File: src/rtl/audio_sample_fifo.sv
// Stereo frame FIFO between packet decode and the I2S sender, with optional
// 2x frame replay for 22.05 kHz, host sample-request pacing and debug flags.
module audio_sample_fifo #(
  parameter int DEPTH     = 8,
  parameter int AW        = 3,
  parameter int REQ_LEVEL = 4
) (
  input  logic          mon_clk,
  input  logic          rst_n,
  input  logic          wr_valid,
  input  logic [31:0]   wr_data,
  input  logic          audio_starts,
  input  logic          end_audio_sample,
  input  logic          audio_22khz,
  input  logic          rd_ready,
  output logic [31:0]   rd_data,
  output logic          rd_valid,
  output logic          request_mode,
  output logic          request_tick,
  output logic [AW:0]   level,
  output logic          overflow,
  output logic          underflow
);

  typedef enum logic [1:0] {IDLE, RUN, DRAIN} state_t;

  localparam logic [AW:0] LVL_FULL = (AW+1)'(DEPTH);
  localparam logic [AW:0] LVL_REQ  = (AW+1)'(REQ_LEVEL);
  localparam logic [AW:0] LVL_ONE  = (AW+1)'(1);
  localparam logic [AW-1:0] PTR_ONE = AW'(1);

  state_t          state, state_next;
  logic [31:0]     mem [DEPTH];
  logic [AW-1:0]   wr_ptr, rd_ptr;
  logic [AW:0]     level_next;
  logic            dup, dup_next;
  logic            req_pending, req_pending_next, tick_next;
  logic            flush, empty, full;
  logic            rd_fire, do_pop, do_write, ovf_set, unf_set;

  assign rd_valid = !empty;
  assign rd_data  = empty ? '0 : mem[rd_ptr];

  // NOTE: every variable in this block is assigned a default first so no latch is inferred.
  always_comb begin
    flush    = audio_starts;
    empty    = (level == '0);
    full     = (level == LVL_FULL);
    rd_fire  = rd_ready && !empty && !flush;
    do_pop   = rd_fire && (!audio_22khz || dup);
    do_write = wr_valid && !flush && (state != IDLE) && (!full || do_pop);
    ovf_set  = wr_valid && !flush && (state != IDLE) && full && !do_pop;
    unf_set  = rd_ready && empty && !flush && (state == RUN);

    dup_next = dup;
    if (flush)        dup_next = 1'b0;
    else if (rd_fire) dup_next = audio_22khz ? !dup : 1'b0;

    level_next = level;
    if (flush)                   level_next = '0;
    else if (do_write && !do_pop) level_next = level + LVL_ONE;
    else if (do_pop && !do_write) level_next = level - LVL_ONE;

    state_next = state;
    unique case (state)
      IDLE:    if (flush) state_next = RUN;
      RUN:     if (flush) state_next = RUN;
               else if (end_audio_sample) state_next = DRAIN;
      DRAIN:   if (flush) state_next = RUN;
               else if (empty) state_next = IDLE;
      default: state_next = IDLE;
    endcase

    // A flush discards any outstanding request so a restart always ticks at once.
    tick_next = (state_next == RUN) && !(req_pending && !flush) && (level_next <= LVL_REQ);

    req_pending_next = req_pending;
    if (state_next != RUN)      req_pending_next = 1'b0;
    else if (tick_next)         req_pending_next = 1'b1;
    else if (flush || do_write) req_pending_next = 1'b0;
  end

  // NOTE: sequential state uses non-blocking assignments only.
  always_ff @(posedge mon_clk or negedge rst_n) begin
    if (!rst_n) begin
      state        <= IDLE;
      wr_ptr       <= '0;
      rd_ptr       <= '0;
      level        <= '0;
      dup          <= 1'b0;
      req_pending  <= 1'b0;
      request_mode <= 1'b0;
      request_tick <= 1'b0;
      overflow     <= 1'b0;
      underflow    <= 1'b0;
    end else begin
      state        <= state_next;
      level        <= level_next;
      dup          <= dup_next;
      req_pending  <= req_pending_next;
      request_mode <= (state_next == RUN);
      request_tick <= tick_next;
      if (flush) begin
        wr_ptr    <= '0;
        rd_ptr    <= '0;
        overflow  <= 1'b0;
        underflow <= 1'b0;
      end else begin
        if (do_write) wr_ptr <= wr_ptr + PTR_ONE;
        if (do_pop)   rd_ptr <= rd_ptr + PTR_ONE;
        if (ovf_set)  overflow  <= 1'b1;
        if (unf_set)  underflow <= 1'b1;
      end
    end
  end

  // NOTE: storage is not reset; a zero level hides stale contents behind rd_data = 0.
  always_ff @(posedge mon_clk) begin
    if (do_write) mem[wr_ptr] <= wr_data;
  end

endmodule

File: config.mk
export PLATFORM = sky130hd
export DESIGN_NAME = audio_sample_fifo
export DESIGN_NICKNAME = d
export VERILOG_FILES = /design/src/rtl/audio_sample_fifo.sv
export SDC_FILE = /design/constraint.sdc
export NUM_CORES = 1
export LEC_CHECK = 0
export CORE_UTILIZATION = 55
export DETAILED_ROUTE_END_ITERATION = 8
export GPL_ROUTABILITY_DRIVEN = 0
export PLACE_DENSITY_LB_ADDON = 0.2
export SLEW_MARGIN = 20
export SYNTH_ARGS = -nofsm -noshare
export SYNTH_HDL_FRONTEND = slang
export SYNTH_SLANG_ARGS = --single-unit
File: constraint.sdc
create_clock -name mon_clk -period 9.4 [get_ports mon_clk]
set_input_delay 1.41 -clock mon_clk [delete_from_list [all_inputs] [get_ports mon_clk]]
set_output_delay 1.41 -clock mon_clk [all_outputs]
set_load 0.005 [all_outputs]
* Yosys cells after proc, flatten, opt, wreduce, memory -nomap -nowiden
Memory sizes are Yosys's and may differ from the RTL's.
Index checks and enable logic that the tools add are counted.
** Operators by class
- $add $sub $neg :: 4
- Magnitude comparators :: 1
- Equal/unequal tests :: 5
- Multiplexer cells :: 26
- Reductions and logical operators :: 36
** Operators by type and width (number)
- 2-to-1 mux 32 bit :: 1
- logical AND 1 bit :: 16
- 2-to-1 mux 1 bit :: 12
- 2-to-1 mux 3 bit :: 4
- 2-to-1 mux 4 bit :: 3
- nonzero test 2 bit :: 6
- 2-to-1 mux 2 bit :: 5
- logical NOT 1 bit :: 8
- adder 3 x 1 -> 3 bit, second input constant :: 2
- one-hot mux 2 bit (3 select lines) :: 1
- adder 4 x 1 -> 4 bit, second input constant :: 1
- equality test 2 x 1 -> 1 bit, second input constant :: 2
- equality test 4 bit, second input constant :: 1
- less-or-equal comparator 4 x 3 -> 1 bit, second input constant :: 1
- logical NOT 4 bit :: 1
- subtractor 4 x 1 -> 4 bit, second input constant :: 1
- logical OR 1 bit :: 3
- nonzero test 3 bit :: 1
- equality test 2 bit, second input constant :: 1
- logical NOT 2 bit :: 1
- != test 2 x 1 -> 1 bit, second input constant :: 1
** Storage, ports and cells
- Bits in registers :: 18
- Memory bits (writable) :: 256
- Bits of input ports :: 39
- Output and inout port bits :: 41
- Logic and storage cells :: 83
- Memories kept :: 1
** Memory list
- mem :: words 8, bits a word 32, rd ports 1, clocked after memory_dff 0, write ports 1, RTL line 33 : logic [31:0] mem [DEPTH];

* Longest topological paths before layout
Gate-level depths: netlist of the first run.
- Depth in word-level cells :: 16
- Gate-level depth with buffers :: 9

* Worst setup path before layout of the first run
OpenSTA, ideal clock, no wires.
- Kind :: input -> register
- From :: input audio_starts
- To :: memory mem[0][0] (enable)
- Library setup time :: 0.461 ns
- Arrival time :: 4.413 ns
- Setup slack :: 4.526 ns
- Stages :: 4
- Buffers on the path :: 1
- Path through :: buf_4 -> or2_1 -> or3_1 -> nor3_1
** On the way
- Cells in the longest elaborated chain, start to end :: 7
- Elaborated cells between the ends (all ways) :: 9
- Classes of those cells :: mux (2); reduce/logical (7)
** RTL lines
- start: declaration :: RTL line 12 : input logic audio_starts,
- logical NOT 1 bit (*) :: RTL line 49, 51
- logical AND 1 bit :: RTL line 49 : rd_fire = rd_ready && !empty && !flush;
- logical AND 1 bit :: RTL line 50 : do_pop = rd_fire && (!audio_22khz || dup);
- logical OR 1 bit :: RTL line 51 : do_write = wr_valid && !flush && (state != IDLE) && (!full || do_pop);
- logical AND 1 bit (*) :: RTL line 51
- 2-to-1 mux 1 bit (*) :: RTL line 119 : if (do_write) mem[wr_ptr] <= wr_data;
- 2-to-1 mux 1 bit (not written as such) (*) :: RTL line 119
- end: declaration :: RTL line 33
Mark *: on every way between the ends. The rest lies on a longest branch, timed or not.

* Worst setup path in the final report of the first run
- From :: register rd_ptr[0]
- To :: output rd_data[1]
** On the way
- Cells in the longest elaborated chain, start to end :: 2
** RTL lines
- start: declaration :: RTL line 34 : logic [AW-1:0] wr_ptr, rd_ptr;
- start signal: assignment :: RTL line 110 : if (do_pop) rd_ptr <= rd_ptr + PTR_ONE;
- memory read (8 x 32 bit)
- 2-to-1 mux 32 bit :: RTL line 42 : assign rd_data = empty ? '0 : mem[rd_ptr];
- end: declaration :: RTL line 16 : output logic [31:0] rd_data,
No other way between the ends.

==> results by group, run 1 <==
Synthesis
  – #FFs+latches synth: roughly 270
  – Syn Nets: 567
  – Top_reg_cell synth: edfxtp_1
  – Netlist Area Pre-Place: approximately 11000 um2
  – FFs w/ async S/R, synth: ~6.6%
  – Post-Synth Simple-Gate Area: ~4.6%
  – Synth Area in XOR/XNOR: less than 1%
  – Synthesized instance count: between 500 and 600
  – Post-synthesis mux area share: 16.5%
  – Adder-cell share of the synthesized area: less than 1%
  – Post-synth cell types: between 40 and 50
  – Synth Warn #: 0
  – Sequential share of the synthesized area: 75.7%
  – Largest family of logic cells by synthesized area: multiplexers
  – Post-synth EDFFs: 256
  – Synth Area in Compound Gates: ~1%
  – Avg Inst Size Synth: around 20 um2

Floorplanning
  – IO Pins: 80
  – Die Area: ~20000 um2
  – Initial Util: approximately 57%
  – Die H: roughly 140 um
  – Rows: 50
  – Core Region: ~19000 um2
  – Die X: 142 um

Setup path
  – WP data arrival: 3.43 ns
  – Critical path class: flop to output port
  – R2R Setup Slk: 6.67 ns
  – Crit path launch type: flop
  – CP Data Required Time: ~8.0 ns
  – Largest fanout on the critical path: 49
  – Crit end category: output port

Clock tree
  – Number of post-CTS setup repair buffers: 0
  – CTS H-tree depth: 1
  – Clk buf depth: 3
  – Clock latency on the worst-skew pair: between 0.5 and 0.6 ns
  – Total CTS buffers: 28
  – Root Buffer: clkbuf_16
  – Clock sinks: about 270
  – Clock Pin Slew Worst Setup and Hold Paths: 0.06 ns
  – PostCTS Resize Cnt: 0
  – Hold buffer count at CTS: 0
  – CTS tree: built

GRT
  – Initial antenna violation count: 0
  – Largest net degree at the start of global routing: 67
  – Global-route wire length before repair: approximately 31000 um
  – Vias in the first global route: roughly 5.5k
  – Total grt overflow: 0
  – All-Layer GR Usage: a little over a fifth

Placement
  – DP Wirelength: roughly 11000 um
  – Placed Instances: roughly 850
  – Post-place setup slack: 4.87 ns
  – Number of buffers added on ports: 79

Routing
  – Vias/cell: a little under 6
  – Routed len/inst: between 20 and 25 um
  – Total number of vias: roughly 5.3k
  – Routed WL: 20200 um
  – Drt drc: 0
  – Post-DRT Antenna Nets: 0
  – Initial DRC count: 346
  – DRT Pass-1 Iters: 5

STA
  – Hold_ws: between 0.4 and 0.5 ns
  – Worst Tran Pin Value: 0.974 ns
  – Final Cycle Share: 51.5%
  – Final hold vios: 0
  – Relative slew slack: 35.1%
  – Slew Limit Fails: 0
  – Clock skew: about 0.011 ns
  – Tmin final: approximately 4.8 ns
  – RSZ-0062 raised after global routing: no
  – Fmax: between 0.2 and 0.25 GHz
  – Final worst slack: ~4.6 ns
  – Setup TNS: 0 ns
  – Final Setup Violations: 0

Cells and area
  – Synthesis-to-layout area growth: 20.2%
  – Finished Layout Cells: around 900
  – Area of the multi-input gates: about 2500 um2
  – Commonest non-fill, non-tap cell in the layout: edfxtp_1
  – Commonest cells after routing, fill and taps aside: edfxtp_1 (256), clkdlybuf4s50_1 (79), mux4_2 (64)
  – Storage cell area: slightly above 8000 um2
  – Fillers: approximately 1.2k
  – Ant diodes: 0
  – Share of cells above drive strength 1: a little over a fifth
  – # nets final: ~670

Pwr
  – Peak supply drop: 0.000157 V
  – LEAKAGE: roughly 4.1 nW
  – PwrDens: about 200 nW/um2

Job
  – Max_cap viols: 0

Status
  – Status: finished, final reports clean

Worst hold path
  – Hold Path Class: flop to flop
[per-stage QoR]
stage / area [um2] / power (mW) / utilization (%)
global placement: 11900 / 1.60 / 62.6
detailed placement: 12000 / 1.61 / 63.3
floorplan: 10700 / 1.50 / -
finish: 12900 / 2.62 / 68.1
CTS: 12900 / 2.64 / 67.8
global route: 12900 / 2.70 / 68.1
[flip-flops by register name (all words and copies together), names as in the netlist]
| register | cells |
|---|---|
| rd_ptr | 3 |
| dup | 1 |
| state | 2 |
| wr_ptr | 3 |
| level | 4 |
| underflow | 1 |
| req_pending | 1 |
| request_tick | 1 |
| overflow | 1 |
| mem | 256 |
| request_mode | 1 |
[layer usage]
layer / vias up / part of all wire [%] / GRT usage (%)
met3: 33 / 5.6 / 3.00
met5: - / 0 / 0
met4: 0 / 1.7 / 5.60
met1: 2712 / 43 / 29.7
met2: 193 / 49 / 34.9
li1: 2317 / - / -
[kinds of logic (layout without fill, tap and decap cells)]
family,after synthesis,after routing
multiplexers,97,97
buffers and inverters,28,147
flip-flops,274,274
XOR/XNOR,5,5
adder cells (fa/ha/maj),4,4
AO/OA/AOI/OAI,16,16
AND/OR/NAND/NOR,100,100
[cells in the mapped netlist (4+ instances only)]
library cell	number	area share [%]
a21oi_1	4	0.19
buf_2	10	0.47
clkbuf_1	6	0.21
dfrtp_1	18	4.2
edfxtp_1	256	72
ha_1	4	0.47
inv_1	4	0.14
mux2i_1	33	3.1
mux4_2	64	13
nand2_1	15	0.52
nand2b_1	5	0.29
nand3_1	4	0.19
nor2_1	50	1.7
nor2b_1	6	0.35
[area by class of cell]
cell class | count | area share [%]
Sequential cell | 274 | 63.1
Multi-Input combinational cell | 222 | 19.6
Timing Repair Buffer | 93 | 7.96
Clock buffer | 34 | 5.76
Tap cell | 260 | 2.52
Clock inverter | 15 | 0.950
Inverter | 5 | 0.165
[critical path: stages, from the launching register on]
cell,delay (ns)
dfrtp_4,0.66
buf_4,0.81
mux4_2,0.60
mux2i_1,0.25
nor2_1,0.07
clkdlybuf4s50_1,0.46
[where the power goes]
group	total, mW	switching (mW)	internal (mW)
Sequential	1.37	0.0135	1.35
Combinational	0.211	0.0997	0.111
Clock	1.04	0.428	0.613
Total	2.62	0.541	2.08
[path summary, 6_finish.rpt]
kind	start	endpoint	cells past startpoint
worst max-delay path	rd_ptr[0]$_DFFE_PN0P_	rd_data[1]	5
worst min-delay path	overflow$_DFFE_PN0P_	overflow$_DFFE_PN0P_	2
worst min register to register	overflow$_DFFE_PN0P_	overflow$_DFFE_PN0P_	2
min in group asynchronous	rst_n	level[1]$_DFF_PN0_	1
worst max register to register	level[0]$_DFF_PN0_	mem[6][20]$_DFFE_PP_	7
max in group asynchronous	rst_n	rd_ptr[2]$_DFFE_PN0P_	1
(Power assumes the default switching activity.)
==> inputs of run 2 (changes only) <==
Clock period 9.4 ns to 4.8 ns, I/O delays scaled along.
==> results by group, run 2 (synthesized netlist as in run 1, its figures left out) <==
Cells and area
  – Biggest register: mem
  – Commonest cells after routing, fill and taps aside: edfxtp_1 (256), clkdlybuf4s50_1 (79), mux4_2 (64)
  – Synthesis-to-layout area growth: 19.9%
  – Share of cells above drive strength 1: between 20 and 25%
  – Max reg flops: about 260
  – Fillers: between 1k and 1.5k
  – Finished Layout Cells: slightly above 900
  – Post-route cell area: approximately 13000 um2
  – # nets final: between 600 and 700
  – Final core utilization: roughly two thirds
  – Ant diodes: 0
  – Top Registers: mem x256, level x4
  – Commonest non-fill, non-tap cell in the layout: edfxtp_1

Routing
  – Routed WL: ~20000 um
  – Total number of vias: 5176
  – Drt drc: 0
  – Vias/cell: 5.72
  – Initial DRC count: ~310
  – Routed len/inst: ~22 um
  – Post-DRT Antenna Nets: 0
  – DRT Pass-1 Iters: 5

Clock tree
  – Root Buffer: clkbuf_16
  – Hold buffer count at CTS: 0
  – Total CTS buffers: 27
  – PostCTS Resize Cnt: 0
  – CTS tree: built
  – Number of post-CTS setup repair buffers: 0
  – Clock Pin Slew Worst Setup and Hold Paths: 0.07 ns
  – Clk buf depth: 3
  – CTS H-tree depth: 1
  – Clock sinks: between 200 and 300
  – Clock latency on the worst-skew pair: 0.52 ns

Setup path
  – Slowest cell delay on critical path: about 0.87 ns
  – WP data arrival: about 3.2 ns
  – Largest fanout on the critical path: 19
  – Worst path bufs/invs: 3
  – CP delay by family, top: buffers and inverters
  – CP Depth: 6
  – Cell depth of the worst flop-to-flop path: 10
  – Worst path slowest cell: nor3b_4
  – Crit end category: output port
  – Crit path launch type: flop
  – Critical path class: flop to output port
  – CP Data Required Time: 4.08 ns
  – Worst-path cell chain: inv_1, ha_1, nor3b_4, buf_4, nor2_1, clkdlybuf4s50_1

Worst hold path
  – Hold Path Class: flop to flop
  – Hold depth: 2

GRT
  – Global-route wire length before repair: ~31000 um
  – Initial antenna violation count: 0
  – Vias in the first global route: ~5.5k
  – All-Layer GR Usage: 21.0%
  – Largest net degree at the start of global routing: slightly above 40
  – Total grt overflow: 0

Placement
  – Post-place setup slack: 1.06 ns
  – Placed cell area: between 10000 and 15000 um2
  – Placed Instances: 856
  – DP Wirelength: between 10000 and 15000 um
  – Number of buffers added on ports: 79

STA
  – Clock skew: ~0.015 ns
  – Setup TNS: 0 ns
  – Tmin final: slightly below 4 ns
  – Final hold vios: 0
  – Slew Limit Fails: 0
  – Final Cycle Share: between 80 and 90%
  – Final Setup Violations: 0
  – Hold_ws: around 0.49 ns
  – Final worst slack: between 0.8 and 0.9 ns
  – Fmax: ~0.25 GHz
  – Relative slew slack: around 31%
  – RSZ-0062 raised after global routing: no
  – Worst Tran Pin Value: ~1.0 ns

Pwr
  – Total Power: between 5 and 6 mW
  – LEAKAGE: roughly 4.1 nW
  – PwrDens: between 400 and 500 nW/um2
  – Peak supply drop: roughly 0.00035 V

Floorplanning
  – Die Area: 20100 um2
  – IO Pins: 80
  – Rows: 50
  – Die X: ~140 um
  – Die H: approximately 140 um
  – Initial Util: 56.7%
  – Core Region: 19000 um2

Status
  – Status: finished, final reports clean

Job
  – Max_cap viols: 0
run 2: cell count changes in the layout (fill, tap and decap cells not counted), sizes merged:
cell	delta
bufinv	+4
buf	+2
clkinv	-2
clkbuf	-1
clkinvlp	-1
run 2: path summary, 6_finish.rpt:
| path | start | end | slack, ns |
|---|---|---|---|
| max in group asynchronous | rst_n | rd_ptr[0]$_DFFE_PN0P_ | 3.53 |
| min in group asynchronous | rst_n | level[2]$_DFF_PN0_ | 0.67 |
| worst max register to register | level[0]$_DFF_PN0_ | req_pending$_DFFE_PN0P_ | 1.71 |
| worst min-delay path | underflow$_DFFE_PN0P_ | underflow$_DFFE_PN0P_ | 0.49 |
| worst min register to register | underflow$_DFFE_PN0P_ | underflow$_DFFE_PN0P_ | 0.49 |
| worst max-delay path | level[0]$_DFF_PN0_ | rd_data[1] | 0.87 |
run 2: layout make-up:
type	instances	area (um2)	area share [%]
clock buffer	33	708	5.50
clock inverter	16	231	1.80
inverter	5	21.3	0.165
multi-input combinational	222	2520	19.6
sequential	274	8150	63.2
tap	260	325	2.53
timing repair buffer	95	923	7.17
run 2: metal layers:
metal  share of wire (%)  wire, um  GRT usage (%)
met3                 4.0       786           2.60
met1                  44      8790           29.9
met2                  49      9790           34.9
met4                 2.3       458           5.89
met5                   0         0              0
run 2: where the power goes:
part / switching (mW) / leakage (nW) / internal [mW]
clock network: 0.841 / 0.465 / 1.37
logic: 0.193 / 1.07 / 0.220
registers: 0.0311 / 2.54 / 2.65
total: 1.06 / 4.07 / 4.24
run 2: worst reg2reg max path: stages (launching register included):
cell and delay [ns]:
dfrtp_1 0.46, inv_1 0.11, ha_1 0.22, nor3b_4 0.87, buf_4 0.45, inv_4 0.08, and4_4 0.16, a32oi_1 0.18
xnor2_1 0.16, a311o_1 0.21, nand3_1 0.08
==> inputs of run 3 (changes only) <==
Settings changed: CORE_UTILIZATION 55 to 52.
Clock period 4.8 ns to 3.18 ns, I/O delays scaled along.
==> results by group, run 3 (synthesized netlist as in run 1, its figures left out) <==
Routing
  – Drt drc: 0
  – Routed len/inst: between 20 and 25 um
  – Routed WL: 19800 um
  – Post-DRT Antenna Nets: 0
  – Vias/cell: 5.68
  – DRT Pass-1 Iters: 5
  – Initial DRC count: around 330
  – Total number of vias: roughly 5.2k

STA
  – Clock skew: around 0.0065 ns
  – Setup TNS: 0 ns
  – Relative slew slack: between 40% and 50%
  – RSZ-0062 raised after global routing: no
  – Tmin final: approximately 3.0 ns
  – Fmax: between 0.3 and 0.4 GHz
  – Slew Limit Fails: 0
  – Worst Tran Pin Value: 0.801 ns
  – Final Setup Violations: 0
  – Final hold vios: 0
  – Final Cycle Share: 95.6%

Clock tree
  – Clk buf depth: 3
  – Total CTS buffers: 28
  – CTS tree: built
  – Clock sinks: roughly 270
  – CTS H-tree depth: 1
  – Hold buffer count at CTS: 0
  – Clock Pin Slew Worst Setup and Hold Paths: 0.06 ns
  – Clock latency on the worst-skew pair: 0.52 ns
  – Root Buffer: clkbuf_16

Cells and area
  – Commonest cells after routing, fill and taps aside: edfxtp_1 (256), clkdlybuf4s50_1 (79), mux4_2 (64)
  – Share of cells above drive strength 1: 22.0%
  – Fillers: between 1k and 1.5k
  – Biggest register: mem
  – Max reg flops: about 260
  – Top Registers: mem x256, level x4
  – Synthesis-to-layout area growth: 20.3%
  – Ant diodes: 0
  – Finished Layout Cells: 919
  – Commonest non-fill, non-tap cell in the layout: edfxtp_1
  – # nets final: between 600 and 700
  – Post-route cell area: 12900 um2
  – Final core utilization: 63.9%

Setup path
  – Worst-path cell chain: buf_12, mux4_2, mux2i_1, nor2_1, clkdlybuf4s50_1
  – Largest fanout on the critical path: 23
  – Critical path class: flop to output port
  – WP data arrival: between 2 and 3 ns
  – Worst path slowest cell: mux4_2
  – Worst path bufs/invs: 2
  – Crit end category: output port
  – Crit path launch type: flop
  – CP delay by family, top: multiplexers
  – CP Data Required Time: 2.70 ns
  – Slowest cell delay on critical path: 0.54 ns

Pwr
  – LEAKAGE: about 4 nW
  – Total Power: 7.59 mW
  – Peak supply drop: 0.000476 V
  – PwrDens: around 600 nW/um2

GRT
  – Total grt overflow: 0
  – Largest net degree at the start of global routing: 37
  – All-Layer GR Usage: between 10% and 20%
  – Initial antenna violation count: 1
  – Global-route wire length before repair: ~32000 um
  – Vias in the first global route: around 5.5k

Worst hold path
  – Hold Path Class: primary input to asynchronous set/reset pin

Placement
  – Placed cell area: 12100 um2
  – Placed Instances: slightly below 900
  – DP Wirelength: between 10000 and 15000 um
  – Number of buffers added on ports: between 70 and 80

Floorplanning
  – Die H: roughly 150 um
  – Die Area: about 21000 um2
  – Core Region: 20200 um2
  – IO Pins: 80
  – Initial Util: 53.1%
  – Die X: between 100 and 150 um
  – Rows: 52

Status
  – Status: finished, final reports clean

Job
  – Max_cap viols: 0
-- run 3: cell count changes in the layout (fill, tap and decap cells not counted), moves of 2 or more --
cell       delta
buf_12        +9
bufinv_16     -6
buf_4         -3
clkbuf_1      +3
clkbuf_16     +2
nor3_2        -2
nor3_4        +2
-- run 3: path summary, 6_finish.rpt --
path	from	slack [ns]	cells after the start	endpoint
max	rd_ptr[0]$_DFFE_PN0P_	0.14	5	rd_data[23]
min	rst_n	0.42	1	level[0]$_DFF_PN0_
max reg2reg	level[0]$_DFF_PN0_	0.77	9	req_pending$_DFFE_PN0P_
min reg2reg	underflow$_DFFE_PN0P_	0.50	2	underflow$_DFFE_PN0P_
max in group asynchronous	rst_n	2.18	1	rd_ptr[0]$_DFFE_PN0P_
min in group mon_clk	underflow$_DFFE_PN0P_	0.50	2	underflow$_DFFE_PN0P_
-- run 3: layout make-up --
cell class / instances / area (um2) / share of cell area, %
multi-input combinational: 222 / 2540 / 19.6
inverter: 5 / 21.3 / 0.165
clock buffer: 37 / 756 / 5.84
clock inverter: 10 / 50.0 / 0.387
tap: 270 / 338 / 2.61
sequential: 274 / 8150 / 63.0
timing repair buffer: 101 / 1080 / 8.36
-- run 3: worst reg2reg max path, delay by kind of cell (launching register included) --
kind	cells	cell delay, ns
adder cells (fa/ha/maj)	1	0.26
flip-flops	1	0.45
buffers and inverters	2	0.28
AO/OA/AOI/OAI	3	0.62
AND/OR/NAND/NOR	3	0.67
-- run 3: routing by layer --
layer / up-vias / share of wire [%] / track usage (%)
li1: 2343 / - / -
met1: 2694 / 43 / 27.8
met2: 151 / 50 / 32.3
met3: 34 / 5.6 / 3.29
met4: 0 / 1.9 / 5.00
met5: - / 0 / 0
-- run 3: repair_timing --
item | 4_1_cts | 5_1_grt
setup buffers | 1 | 0
pin swaps | 0 | 0
resized for setup | 0 | 1
setup endpoints to repair | 3 | 1
-- run 3: where the power goes --
| group | internal [mW] | leakage [nW] | switching (mW) |
|---|---|---|---|
| clock network | 1.65 | 0.399 | 1.24 |
| logic | 0.354 | 1.12 | 0.301 |
| registers | 4.01 | 2.54 | 0.0332 |
-- run 3: stage by stage --
| step | hold WS (ns) | setup slack (ns) |
|---|---|---|
| floorplan | 0.181 | 0.106 |
| global placement | 0.486 | 0.458 |
| detailed placement | 0.487 | 0.414 |
| CTS | 0.439 | 0.0481 |
| global route | 0.494 | 0.0154 |
| finish | 0.422 | 0.139 |
